--- config.mk ---
export PLATFORM = sky130hd
export DESIGN_NAME = led_anim_sched
export DESIGN_NICKNAME = d
export VERILOG_FILES = /design/src/rtl/led_anim_sched.sv
export SDC_FILE = /design/constraint.sdc
export NUM_CORES = 1
export LEC_CHECK = 0
export BUFFER_PORTS_ARGS = -buffer_cell sky130_fd_sc_hd__buf_2
export CORE_MARGIN = 3
export CORE_UTILIZATION = 45
export DETAILED_ROUTE_END_ITERATION = 8
export SYNTH_ARGS = -nofsm -noshare
export SYNTH_HDL_FRONTEND = slang
export SYNTH_SLANG_ARGS = --single-unit
--- constraint.sdc ---
create_clock -name clk -period 2.9 [get_ports clk]
set_clock_uncertainty 0.05 [all_clocks]
set_input_delay 0.58 -clock clk [delete_from_list [all_inputs] [get_ports clk]]
set_output_delay 0.58 -clock clk [all_outputs]
set_load 0.01 [all_outputs]
--- src/rtl/led_anim_sched.sv ---
// Arbitrated animation scheduler for the 8-LED bar: HIT > SWEEP > CHARGE, stepped every 2^TICK_DIV clocks.
// Optional: define LED_SCHED_PREEMPT_EN to let a HIT request abort a running CHARGE/SWEEP on a tick.
module led_anim_sched #(
    parameter int TICK_DIV = 10
) (
    input  logic       clk,
    input  logic       nrst,
    input  logic [2:0] req,
    output logic [2:0] gnt,
    output logic       busy,
    output logic       done,
    output logic [7:0] led
);

    typedef enum logic [1:0] {IDLE, RUN, GAP} state_t;

    localparam logic [TICK_DIV-1:0] CNT_ONE = TICK_DIV'(1);
    localparam logic [2:0] GNT_CHARGE = 3'b001;
    localparam logic [2:0] GNT_HIT    = 3'b010;
    localparam logic [2:0] GNT_SWEEP  = 3'b100;

    state_t              state_reg;
    logic [TICK_DIV-1:0] cnt_reg;
    logic [3:0]          step_reg;
    logic [2:0]          gnt_reg;
    logic                busy_reg;
    logic                done_reg;
    logic [7:0]          led_reg;

    logic                tick;
    logic                preempt;
    logic [2:0]          req_sel;
    logic [3:0]          last_step;
    logic [2:0]          pat_gnt;
    logic [3:0]          pat_step;
    logic [4:0]          charge_k;
    logic [2:0]          sweep_p;
    logic                hit_on;
    logic [7:0]          pat_led;

    assign tick = &cnt_reg;

    always_comb begin
        req_sel = 3'b000;
        if (req[1])
            req_sel = GNT_HIT;
        else if (req[2])
            req_sel = GNT_SWEEP;
        else if (req[0])
            req_sel = GNT_CHARGE;
    end

    always_comb begin
        case (gnt_reg)
            GNT_HIT:   last_step = 4'd7;
            GNT_SWEEP: last_step = 4'd13;
            default:   last_step = 4'd15;
        endcase
    end

`ifdef LED_SCHED_PREEMPT_EN
    assign preempt = (state_reg == RUN) && tick && req[1] && !gnt_reg[1];
`else
    assign preempt = 1'b0;
`endif

    // The LED register is loaded with the pattern of whatever grant/step becomes current next.
    always_comb begin
        pat_gnt  = gnt_reg;
        pat_step = step_reg + 4'd1;
        if (preempt) begin
            pat_gnt  = GNT_HIT;
            pat_step = 4'd0;
        end else if (state_reg == IDLE) begin
            pat_gnt  = req_sel;
            pat_step = 4'd0;
        end
    end

    assign charge_k = pat_step[3] ? 5'(5'd16 - {1'b0, pat_step}) : 5'({1'b0, pat_step} + 5'd1);
    assign sweep_p  = pat_step[3] ? 3'(4'd14 - pat_step) : pat_step[2:0];
    assign hit_on   = ~pat_step[0];

    generate
        for (genvar gi = 0; gi < 8; gi++) begin : g_pat
            logic charge_bit;
            logic sweep_bit;
            assign charge_bit  = (5'(gi) + charge_k) >= 5'd8;
            assign sweep_bit   = (sweep_p == 3'(gi));
            assign pat_led[gi] = (pat_gnt[0] & charge_bit) |
                                 (pat_gnt[1] & hit_on)     |
                                 (pat_gnt[2] & sweep_bit);
        end
    endgenerate

    always_ff @(posedge clk or negedge nrst) begin
        if (!nrst) begin
            state_reg <= IDLE;
            cnt_reg   <= '0;
            step_reg  <= 4'd0;
            gnt_reg   <= 3'b000;
            busy_reg  <= 1'b0;
            done_reg  <= 1'b0;
            led_reg   <= 8'h00;
        end else begin
            cnt_reg  <= cnt_reg + CNT_ONE;
            done_reg <= 1'b0;
            case (state_reg)
                IDLE: begin
                    led_reg <= 8'h00;
                    if (|req) begin
                        state_reg <= RUN;
                        gnt_reg   <= req_sel;
                        step_reg  <= 4'd0;
                        cnt_reg   <= '0;
                        busy_reg  <= 1'b1;
                        led_reg   <= pat_led;
                    end
                end
                RUN: begin
                    if (preempt) begin
                        gnt_reg  <= GNT_HIT;
                        step_reg <= 4'd0;
                        cnt_reg  <= '0;
                        led_reg  <= pat_led;
                    end else if (tick) begin
                        if (step_reg == last_step) begin
                            state_reg <= GAP;
                            done_reg  <= 1'b1;
                            gnt_reg   <= 3'b000;
                            step_reg  <= 4'd0;
                            led_reg   <= 8'h00;
                        end else begin
                            step_reg <= step_reg + 4'd1;
                            led_reg  <= pat_led;
                        end
                    end
                end
                GAP: begin
                    led_reg <= 8'h00;
                    if (tick) begin
                        state_reg <= IDLE;
                        busy_reg  <= 1'b0;
                    end
                end
                default: begin
                    state_reg <= IDLE;
                    gnt_reg   <= 3'b000;
                    busy_reg  <= 1'b0;
                    led_reg   <= 8'h00;
                end
            endcase
        end
    end

    assign gnt  = gnt_reg;
    assign busy = busy_reg;
    assign done = done_reg;
    assign led  = led_reg;

endmodule

==> run_results.csv, run 1 <==
group,metric,value,unit
clock_network,clockBufferDepth,2,
grt,grt_max_degree,30,
synthesis,synth_edf_count,0,
synthesis,syn_nets,225,
worst_setup_path,critPathRequiredTime,3010,ps
power,power_density,501.1,nW/µm²
worst_setup_path,critPathLaunchType,"flip-flop",
detailed_routing,drtIter0Drc,107,
layout,n_antenna_cell,0,
die,die-area,5009,µm²
worst_setup_path,crit_type,"flip-flop to flip-flop",
clock_network,h-tree-depth,2,
synthesis,ys_seq_area_share,38.44,%
detailed_routing,ant_nets,0,
layout,drive_above_1_share,19.75,%
layout,largest_reg_flops,10,
layout,layout_commonest_cell,"dfrtp_1",
worst_setup_path,cp.arrival,2820,ps
clock_network,postCtsResizedCells,0,
die,rows,22,
die,ioPinCount,18,
grt,antenna_found_initial,0,
synthesis,ys.flop_type,"dfrtp_1",
synthesis,yosys_register_bits,29,
timing,fmax,0.3691,GHz
grt,grtUsageTotal,19.31,%
grt,grt_first_pass_wirelength,7783,µm
detailed_routing,drc,0,
placed_design,place_congestion,0.8419,
die,die_w,70.78,µm
run,drv_cap,0,
die,initial_core_util,48.99,%
clock_network,cts_tree,"yes",
synthesis,synth_area_leader_cell,"dfrtp_1",
timing,slew_viol_final,0,
power,leakagePower,1.022,nW
synthesis,async_reset_ff_share,100.0,%
detailed_routing,vias,1687,
layout,layout-area-overhead-vs-synth,14.31,%
detailed_routing,dr.pass1.iters,4,
placed_design,hpwl,3392,µm
layout,nets,248,
clock_network,clk_pin_slew,60,ps
timing,holdWs,273.0,ps
synthesis,syn_area_per_cell,8.823,µm²
hold_path,min_path_type,"input pin to asynchronous set/reset pin",
clock_network,cts_sinks,29,
clock_network,clock_latency,280,ps
placed_design,port-buffer-count,17,
worst_setup_path,cp-end-kind,"flip-flop",
power,irDropWorstVdd,376.2,µV
timing,relSlewSlack,51.79,%
clock_network,cts_root_buf,"clkbuf_8",
detailed_routing,totalWireLength,4536,µm
die,core,3854,µm²
synthesis,synth_area,1888,µm²
clock_network,cts_buffers,5,
grt,grt_pass1_vias,1658,
synthesis,ys_top_cells_by_area,"dfrtp_1, nor2_1, ha_1",
power,p_total,1.082,mW
synthesis,synthesis.instances,214,
clock_network,postCtsHoldBufs,0,
timing,hold_viol,0,
layout,final_cell_mix,"dfrtp_1, nor2_1, nand2_1",
detailed_routing,wl_per_cell,15.86,µm
timing,final.setup.tns,0,ps
synthesis,yosys_warnings,0,
timing,fin_crit,2709,ps
detailed_routing,viasPerCell,5.899,
timing,setup_viol,0,
timing,worst_pin_slew,715.5,ps
synthesis,yosysUniqueCellTypes,52,
timing,rsz0062_at_grt,"no",
synthesis,synth_top_area_share,38.44,%
grt,overflow,0,
worst_setup_path,cp_max_fo,7,
timing,fin_crit_sh,93.43,%
run_status,status,"complete, no violations",
clock_network,postCtsSetupBuffers,0,
die,die-height,70.78,µm
==> area by class of cell <==
cell class / count / area, µm²
flip-flops and latches: 29 / 726.9
clock buffers: 7 / 96.34
well taps: 48 / 60.06
fillers: 365 / 1695
repair buffers: 25 / 145.1
clock inverters: 1 / 5.005
multi-input cells: 164 / 1080
inverters: 12 / 45.04
==> synth_stat cells, types with 3 or more instances <==
| library cell | instances |
|---|---|
| nor2b_1 | 4 |
| a31oi_1 | 4 |
| nand2b_1 | 3 |
| a21o_1 | 4 |
| and3_1 | 3 |
| a22o_1 | 3 |
| nor2_1 | 21 |
| ha_1 | 6 |
| nand2_1 | 19 |
| inv_1 | 12 |
| buf_2 | 4 |
| nand3_1 | 9 |
| xor2_1 | 5 |
| a21oi_1 | 12 |
| o21ai_0 | 15 |
| nand4_1 | 4 |
| dfrtp_1 | 29 |
| nor3_1 | 5 |
| xnor2_1 | 8 |
| nor4_1 | 4 |
| o31ai_1 | 3 |
==> worst paths after layout <==
path | slack (ps) | to | cells past startpoint | from
min in group clk | 420 | cnt_reg[0]$_DFF_PN0_ | 1 | cnt_reg[0]$_DFF_PN0_
worst min-delay path | 270 | step_reg[2]$_DFFE_PN0P_ | 1 | nrst
worst max-delay path | 190 | led[0]$_DFFE_PN0N_ | 11 | state_reg[0]$_DFFE_PN0P_
max in group asynchronous | 2070 | step_reg[1]$_DFFE_PN0P_ | 1 | nrst
worst max register to register | 190 | led[0]$_DFFE_PN0N_ | 11 | state_reg[0]$_DFFE_PN0P_
worst min register to register | 420 | cnt_reg[0]$_DFF_PN0_ | 1 | cnt_reg[0]$_DFF_PN0_
==> stage by stage <==
step           utilization [%]  setup slack, ps  area (µm²)  instances
4_1_cts                  55.55            102.9        2141        286
3_5_place_dp             52.92            145.2        2039        278
5_1_grt                  56.01            11.26        2158        286
2_1_floorplan                -            332.5        1888        214
6_report                 56.01            190.6        2158        286
3_3_place_gp             52.92            170.3        2039        278
==> worst max-delay path, cell delays in order, from the launching register on <==
cell and delay [ps]:
dfrtp_1 470, or2_2 370, nand2_1 110, inv_1 50, ha_1 260, nand3b_1 180, a21o_1 190, and4b_1 220
nor2_2 150, a21oi_1 110, a211o_1 230, a22o_1 200
==> logic make-up (layout without fill, tap and decap cells) <==
logic type	Yosys count	count (layout)	synth area share, %
and+or+nand+nor	82	82	21.80
xor gates and xnor gates	14	14	6.892
adders and majority gates	6	6	3.976
AOI/OAI and AO/OA	59	59	21.21
DFF	29	29	38.44
muxes	3	3	2.452
buffers and inverters	21	45	5.235
==> power by group <==
group / switching [mW] / total (mW) / internal (mW)
clock network: 0.155 / 0.369 / 0.214
registers: 0.0570 / 0.524 / 0.467
logic: 0.103 / 0.188 / 0.0859
==> metal layers <==
metal	vias up	GRT usage (%)	wire length [µm]
li1	815	-	-
met1	831	25.47	2063
met2	31	32.34	2250
met3	10	3.693	145
met4	0	5.428	77
met5	-	0	0
Note: power is estimated with default switching activity, not from simulation.
==> run 2: changes to the inputs <==
Settings changed: CORE_UTILIZATION 45 to 40, GPL_ROUTABILITY_DRIVEN set to 0.
==> run 2 against run 1 <==
First-iteration DRC count is 16% lower. Critical endpoint unchanged. Largest power group unchanged. Worst setup slack improved by 18 ps. Core utilization shrank 8.0 points. Count of clock-buffer cells in the layout unchanged. Worst hold slack is essentially flat. Critical path depth is 1 lower. Cell area is 1.2% lower. Cell count is 0.70% higher.
==> run_results.csv, run 2 (same netlist as run 1, synthesis figures left out) <==
group,metric,value,unit
grt,grt_max_degree,30,
timing,slew_viol_final,0,
die,die_w,74.71,µm
worst_setup_path,crit_path_max_incr_delay,470,ps
power,p_total,1.077,mW
timing,worst_pin_slew,780.9,ps
die,rows,24,
worst_setup_path,cp_max_fo,11,
layout,area.sequential,725.7,µm²
layout,fillCellCount,444,
detailed_routing,wl_per_cell,15.24,µm
timing,fin_crit,2692,ps
layout,final_design_area_no_fill,2133,µm²
clock_network,postCtsHoldBufs,0,
die,core,4444,µm²
detailed_routing,vias,1635,
run,drv_cap,0,
power,irDropWorstVdd,272.3,µV
detailed_routing,ant_nets,0,
worst_setup_path,cp.arrival,2800,ps
grt,antenna_found_initial,0,
clock_network,clk_pin_slew,70,ps
worst_setup_path,cp-end-kind,"flip-flop",
clock_network,h-tree-depth,2,
grt,overflow,0,
detailed_routing,totalWireLength,4390,µm
grt,grt_first_pass_wirelength,7396,µm
timing,fin_crit_sh,92.81,%
power,leakagePower,1.015,nW
die,die-height,74.71,µm
worst_setup_path,critPathSlowestCell,"dfrtp_1",
clock_network,cts_sinks,29,
die,die-area,5581,µm²
layout,drive_above_1_share,16.95,%
clock_network,clock_latency,280,ps
detailed_routing,drc,0,
detailed_routing,viasPerCell,5.677,
layout,n_antenna_cell,0,
worst_setup_path,critPathLaunchType,"flip-flop",
timing,hold_viol,0,
timing,setup_viol,0,
die,ioPinCount,18,
power,power_density,504.7,nW/µm²
grt,grt_pass1_vias,1506,
worst_setup_path,crit_type,"flip-flop to flip-flop",
layout,multi_input_area,1066,µm²
placed_design,placed_cell_area,2029,µm²
timing,final.setup.tns,0,ps
detailed_routing,drtIter0Drc,90,
clock_network,clockBufferDepth,2,
die,initial_core_util,42.48,%
hold_path,min_path_type,"input pin to asynchronous set/reset pin",
layout,final_cell_mix,"dfrtp_1, nor2_1, nand2_1",
layout,layout-area-overhead-vs-synth,12.99,%
placed_design,port-buffer-count,17,
worst_setup_path,critPathRequiredTime,3010,ps
worst_setup_path,crit_chain,"nor2_1, nor2_1, ha_1, nand3b_1, a21o_1, and4b_1, nor2_1, a21oi_1, a211o_1, a22o_1",
grt,grtUsageTotal,17.45,%
clock_network,cts_buffers,5,
run_status,status,"complete, no violations",
clock_network,postCtsSetupBuffers,0,
timing,rsz0062_at_grt,"no",
detailed_routing,dr.pass1.iters,4,
clock_network,cts_tree,"yes",
placed_design,hpwl,3291,µm
timing,relSlewSlack,47.39,%
layout,largest_reg_flops,10,
layout,nets,246,
worst_setup_path,crit_top_cell,"nor2_1",
worst_setup_path,reg2reg_slack,210,ps
layout,layout_commonest_cell,"dfrtp_1",
timing,fmax,0.3715,GHz
clock_network,cts_root_buf,"clkbuf_8",
-- run 2: cell types whose count changed in the layout (fill, tap and decap cells not counted), sizes merged --
cell / before / now
buf: 25 / 23
-- run 2: critical path, delay by kind of cell (launching register included) --
family	cells	cell delay, ps
AOI/OAI and AO/OA	4	720
adders and majority gates	1	290
DFF	1	470
and+or+nand+nor	5	1060
-- run 2: report_power, final --
part / internal [mW] / switching [mW] / total, mW
clock network: 0.214 / 0.155 / 0.369
logic: 0.0855 / 0.0987 / 0.184
registers: 0.467 / 0.0567 / 0.523
-- run 2: final cells by class --
class	count	share of cell area [%]
Timing Repair Buffer	23	6.100
Tap cell	52	3.050
Clock inverter	1	0.2346
Sequential cell	29	34.02
Inverter	12	2.111
Multi-Input combinational cell	164	49.97
Clock buffer	7	4.516
-- run 2: timing repair --
action                                  4_1_cts  5_1_grt
gates resized for setup                       0        1
hold endpoints to repair                      0        0
endpoints found under the setup margin        0        2
-- run 2: final timing paths --
path	from	to	cells after the start
worst max-delay path	state_reg[1]$_DFFE_PN0P_	led[0]$_DFFE_PN0N_	10
min in group clk	cnt_reg[0]$_DFF_PN0_	cnt_reg[0]$_DFF_PN0_	1
worst min-delay path	nrst	led[2]$_DFFE_PN0N_	1
worst max register to register	state_reg[1]$_DFFE_PN0P_	led[0]$_DFFE_PN0N_	10
max in group asynchronous	nrst	done$_DFF_PN0_	1
worst min register to register	cnt_reg[0]$_DFF_PN0_	cnt_reg[0]$_DFF_PN0_	1
-- run 2: per-layer routing --
layer,GRT usage [%],vias to the layer above,share of wire (%)
met5,0,-,0
met2,25.37,30,44
li1,-,811,-
met4,5.731,0,1.8
met3,3.738,6,4.4
met1,25.80,788,50
-- run 2: through the flow --
step	instances	hold WS, ps	worst slack, ps	util, %
final	288	272.8	208.4	48.00
after global routing	288	329.5	16.13	48.00
after CTS	288	301.0	158.1	47.94
after detailed placement	280	409.1	185.5	45.66
after global placement	280	405.6	156.2	45.66
after floorplan	214	234.4	332.5	-
